===== src/rtl/rvv_cmd_dispatch.sv =====
// rvv_cmd_dispatch: in-order fifo head dispatcher to credit-flow-controlled backend units with barrier drain
module rvv_cmd_dispatch #(
  parameter int N = 4,
  parameter int CMD_BUFFER_MAX_CAPACITY = 16,
  parameter int NUM_UNITS = 3,
  parameter int CREDITS = 4,
  parameter int CMD_W = 32,
  localparam int UNIT_W = NUM_UNITS > 1 ? $clog2(NUM_UNITS) : 1,
  localparam int CW = $clog2(CREDITS + 1),
  localparam int FW = $clog2(CMD_BUFFER_MAX_CAPACITY + 1),
  localparam int PW = $clog2(N + 1)
) (
  input  logic                                clk,
  input  logic                                rstn,
  input  logic [FW-1:0]                       fill_level_i,
  input  logic [N-1:0][CMD_W-1:0]             cmd_data_i,
  input  logic [N-1:0][UNIT_W-1:0]            cmd_unit_i,
  input  logic [N-1:0]                        cmd_barrier_i,
  output logic [PW-1:0]                       pop_count_o,
  output logic [NUM_UNITS-1:0]                issue_valid_o,
  output logic [NUM_UNITS-1:0][CMD_W-1:0]     issue_data_o,
  input  logic [NUM_UNITS-1:0]                credit_return_i,
  output logic                                draining_o,
  output logic                                credit_err_o
);
  typedef enum logic {RUN, DRAIN} state_t;
  state_t state, state_nx;
  logic [CW-1:0] credit [NUM_UNITS];
  logic all_full;
  logic [NUM_UNITS-1:0] sel;
  logic [NUM_UNITS-1:0][CMD_W-1:0] sel_data;
  logic [PW-1:0] pop;
  logic stop, bar, ok;
  always_comb begin
    all_full = 1'b1;
    for (int u = 0; u < NUM_UNITS; u++) all_full = all_full && credit[u] == CW'(CREDITS);
  end
  always_comb begin
    sel = '0;
    sel_data = issue_data_o;
    pop = '0;
    stop = 1'b0;
    bar = 1'b0;
    ok = 1'b0;
    for (int i = 0; i < N; i++) begin
      ok = !stop && !bar && state == RUN && i < int'(fill_level_i) && int'(cmd_unit_i[i]) < NUM_UNITS;
      if (ok) ok = !sel[cmd_unit_i[i]] && credit[cmd_unit_i[i]] != '0 && !(cmd_barrier_i[i] && (i != 0 || !all_full));
      if (ok) begin
        sel[cmd_unit_i[i]] = 1'b1;
        sel_data[cmd_unit_i[i]] = cmd_data_i[i];
        pop = pop + PW'(1);
        bar = cmd_barrier_i[i];
      end else stop = 1'b1;
    end
  end
  always_comb begin
    state_nx = state == RUN ? ((fill_level_i != '0 && cmd_barrier_i[0] && !all_full) ? DRAIN : RUN)
                            : (all_full ? RUN : DRAIN);
    pop_count_o = pop;
    draining_o = state == DRAIN;
  end
  always_ff @(posedge clk or negedge rstn) begin
    if (!rstn) begin
      state <= RUN;
      issue_valid_o <= '0;
      issue_data_o <= '0;
      credit_err_o <= 1'b0;
      for (int u = 0; u < NUM_UNITS; u++) credit[u] <= CW'(CREDITS);
    end else begin
      state <= state_nx;
      issue_valid_o <= sel;
      issue_data_o <= sel_data;
      for (int u = 0; u < NUM_UNITS; u++)
        if (credit_return_i[u] && !sel[u] && credit[u] == CW'(CREDITS)) credit_err_o <= 1'b1;
        else credit[u] <= credit[u] - CW'(sel[u]) + CW'(credit_return_i[u]);
    end
  end
endmodule


===== config.mk =====
export PLATFORM = sky130hd
export DESIGN_NAME = rvv_cmd_dispatch
export DESIGN_NICKNAME = d
export VERILOG_FILES = /design/src/rtl/rvv_cmd_dispatch.sv
export SDC_FILE = /design/constraint.sdc
export NUM_CORES = 1
export LEC_CHECK = 0
export BUFFER_PORTS_ARGS = -buffer_cell sky130_fd_sc_hd__buf_4
export CAP_MARGIN = 10
export CORE_MARGIN = 2
export CORE_UTILIZATION = 40
export CTS_CLUSTER_DIAMETER = 150
export CTS_CLUSTER_SIZE = 24
export DETAILED_ROUTE_END_ITERATION = 7
export PLACE_DENSITY = 0.68
export SYNTH_ARGS = -nofsm -noshare
export SYNTH_HDL_FRONTEND = slang
export SYNTH_SLANG_ARGS = --single-unit

===== constraint.sdc =====
create_clock -name clk -period 5.3 [get_ports clk]
set_clock_uncertainty 0.2 [all_clocks]
set_input_delay 0.53 -clock clk [delete_from_list [all_inputs] [get_ports clk]]
set_output_delay 0.53 -clock clk [all_outputs]
set_load 0.005 [all_outputs]

==> metrics.md <==
| Metric | Value |
|---|---|
| Worst r2r dst | `credit[8]$_DFFE_PN1N_` |
| Total CTS buffers | `9` |
| CP required | `4.57 ns` |
| Synth Register Bits | `110` |
| Setup total negative slack | `0 ns` |
| Worst Path Max Fanout | `6` |
| Max-cap violations | `0` |
| Clock root buffer | `clkbuf_16` |
| DR DRC count | `0` |
| Synth Instances | `1070` |
| First-pass GRT wire length | `52300 um` |
| Cell Pwr Density | `267 mW/mm^2` |
| Top cell type's share of synthesized area | `0.333` |
| Launching element of the worst setup path | `credit[2]$_DFFE_PN1N_` |
| Switching share of power | `0.330` |
| Number of global-route vias before repair | `9251` |
| Mapped cell area | `0.00805 sq mm` |
| Wirelength per Cell | `22.6 um` |
| Post-synth EDFFs | `0` |
| Resized Gates After CTS | `0` |
| Mapped Avg Cell Area | `7.52 sq um` |
| FP Rows | `51` |
| CTS Hold Bufs | `0` |
| Synthesized Nets | `1233` |
| Post-DP HPWL | `20900 um` |
| Setup crit end | `pop_count_o[2]` |
| Core Util, Final | `0.529` |
| Sequential area share after synthesis | `0.342` |
| # H-tree levels | `3` |
| Drt total wl | `34200 um` |
| CTS sink cnt | `110` |
| DR vias | `9791` |
| Post-DRT Antenna Nets | `0` |
| Switch Pwr | `916 uW` |
| Finished Cell Area | `0.0104 sq mm` |
| # setup viols final | `0` |
| Area grow syn2layout | `28.8%` |
| Cell-internal power | `1860 uW` |
| Flop pwr share | `0.404` |
| Crit-path leading delay family | `compound AO/OA/AOI/OAI gates` |
| Worst Tran Pin Value | `1.08 ns` |
| Setup slack on the worst flop-to-flop path | `0.67 ns` |
| Slew headroom | `0.281` |
| Die width | `146 um` |
| R2R depth | `20` |
| Crit path cell chain | `nor3b_2 > nand4_2 > a221oi_4 > inv_4 > nor2_1 > ha_1 > nand2b_1 > a211oi_1 > o31a_1 > o221a_2 > nand2_1 > xnor2_1 > ha_1 > o2111ai_1 > xnor2_1 > nor2_1 > buf_4` |
| Crit path kind | `flop to output port` |
| Worst VDD drop | `158 uV` |
| Critical R2R Launch | `credit[2]$_DFFE_PN1N_` |
| Final Max Tran Viols | `0` |
| Share of cells above drive strength 1 | `0.257` |
| Clk pwr share | `0.267` |
| WP buf/inv | `2` |
| Comb power frac | `0.329` |
| CP Data Arrival Time | `4.25 ns` |
| NumNets Final | `1405` |
| Leakage | `0.00436 uW` |
| CP max-delay cell | `dfstp_2` |
| Minimum clock period | `4.98 ns` |
| Pwr Total | `2770 uW` |
| DR iter-0 viols | `1016` |
| DP Worst Slack | `0.663 ns` |
| Remaining Overflow, GRT | `0` |
| Synth area leader | `dfrtp_1` |
| Post-DP Area | `0.0100 sq mm` |
| Initial antenna violation count | `0` |
| Total track usage | `0.308` |
| Worst setup SP type | `flop` |
| Buffers on Ports | `253` |
| Initial Util | `0.411` |
| Clk slew on worst S/H paths | `0.07 ns` |
| Commonest non-fill, non-tap cell in the layout | `buf_4` |
| Die height | `146 um` |
| Detailed Routing Iterations Pass 1 | `5` |
| Top cells by area, synth | `dfrtp_1 33%, a21oi_1 12%, a311oi_1 10%` |
| Number of library cell types mapped by synthesis | `60` |
| Slowest stage delay, CP | `0.57 ns` |
| Status | `complete, no violations` |
| TritonCTS clock tree | `built` |
| Levels on crit path | `17` |
| Routability Congestion | `0.962` |
| Setup crit end kind | `output port` |
| Core Region | `0.0196 sq mm` |
| Largest net degree at the start of global routing | `97` |
| Number of buffers on the longest clock path | `2` |
| Final WS setup | `0.320 ns` |
| Most frequent cells in the layout | `280 x buf_4, 200 x a21oi_1, 107 x dfrtp_1, 105 x nor2_1, 103 x nor3_1` |
| Worst-Skew Late Latency | `0.36 ns` |
| Fmax | `201 MHz` |
| Synth warn | `0` |
| Via density | `6.48` |
| Post-CTS setup buffers | `0` |
| Final period util | `0.940` |
| ANT cells | `0` |
| Hold WC Path Type | `input pin to async pin` |
| Asr flop ratio synth | `1.00` |
| Fin. Hold Viols | `0` |
| Post-synth top flop | `dfrtp_1` |
| Die area | `0.0213 sq mm` |
| IO Pins | `254` |
==> worst min path at each step <==
| stage | from | end | slack [ns] | depth (start not counted) |
|---|---|---|---|---|
| 6_report | rstn | credit[3]$_DFFE_PN0N_ | 0.10 | 1 |
| 5_1_grt | rstn | credit[3]$_DFFE_PN0N_ | 0.18 | 1 |
| 4_1_cts | rstn | credit[3]$_DFFE_PN0N_ | 0.15 | 1 |
| 3_5_place_dp | credit_err_o$_DFFE_PN0P_ | credit_err_o$_DFFE_PN0P_ | 0.33 | 2 |
| 3_3_place_gp | credit_err_o$_DFFE_PN0P_ | credit_err_o$_DFFE_PN0P_ | 0.34 | 2 |
| 2_1_floorplan | rstn | credit[0]$_DFFE_PN0N_ | 0.03 | 0 |
==> routing by layer <==
metal	vias to the layer above	track usage	wire, um	part of all wire
met5	-	0	0	0
met4	0	0.128	1190	0.035
met3	86	0.0687	3770	0.11
met2	667	0.497	15700	0.46
met1	4667	0.398	13500	0.39
li1	4371	-	-	-
==> power groups by stage <==
stage / registers [uW] / logic (uW) / clock network (uW)
after floorplan: 1100 / 454 / 0
after global placement: 1130 / 889 / 0
after detailed placement: 1130 / 899 / 0
after CTS: 1120 / 902 / 748
after global routing: 1140 / 1010 / 772
final: 1120 / 912 / 740
==> metrics by stage <==
| step | hold slack (ns) | instances |
|---|---|---|
| detailed placement | 0.328 | 1494 |
| finish | 0.105 | 1512 |
| CTS | 0.153 | 1510 |
| floorplan | 0.0344 | 1070 |
| global placement | 0.342 | 1494 |
| global route | 0.179 | 1512 |
==> final cells by class <==
class	count	area, sq um
fillers	1896	9230
clock inverters	2	38.8
flip-flops and latches	110	2760
repair buffers	281	2120
clock buffers	14	274
multi-input cells	821	4770
well taps	265	332
inverters	19	73.8
==> state kept, by name, summed over array words and instances, names as in the netlist <==
name,count
issue_data_o,96
issue_valid_o,3
draining_o,1
credit,9
credit_err_o,1
==> cell usage after synthesis, types with 3 or more instances <==
cell type and instances:
a21oi_1 200, buf_4 4, nand3_1 104, dfrtp_1 107, o2111ai_1 4, fa_1 3
inv_1 18, clkbuf_1 62, nand4_1 4, nand2_1 21, o21ai_0 100, ha_1 10
o31ai_1 3, nor2b_1 6, buf_2 43, xnor2_1 5, nor2_1 106, nor3_1 103
a41oi_1 3, dfstp_2 3, buf_1 8, or3_1 3, a311oi_1 96, and2_1 6
a211oi_1 5
==> cell families (layout without fill, tap and decap cells) <==
kind of cell | Yosys count | after routing | share of synthesized area
AO/OA/AOI/OAI | 432 | 432 | 0.332
buffers and inverters | 139 | 316 | 0.0754
flip-flops | 110 | 110 | 0.342
XOR/XNOR | 7 | 7 | 0.00762
adder cells (fa/ha/maj) | 13 | 13 | 0.0230
AND/OR/NAND/NOR | 366 | 366 | 0.216
multiplexers | 3 | 3 | 0.00389
Note: power is estimated with default switching activity, not from simulation.
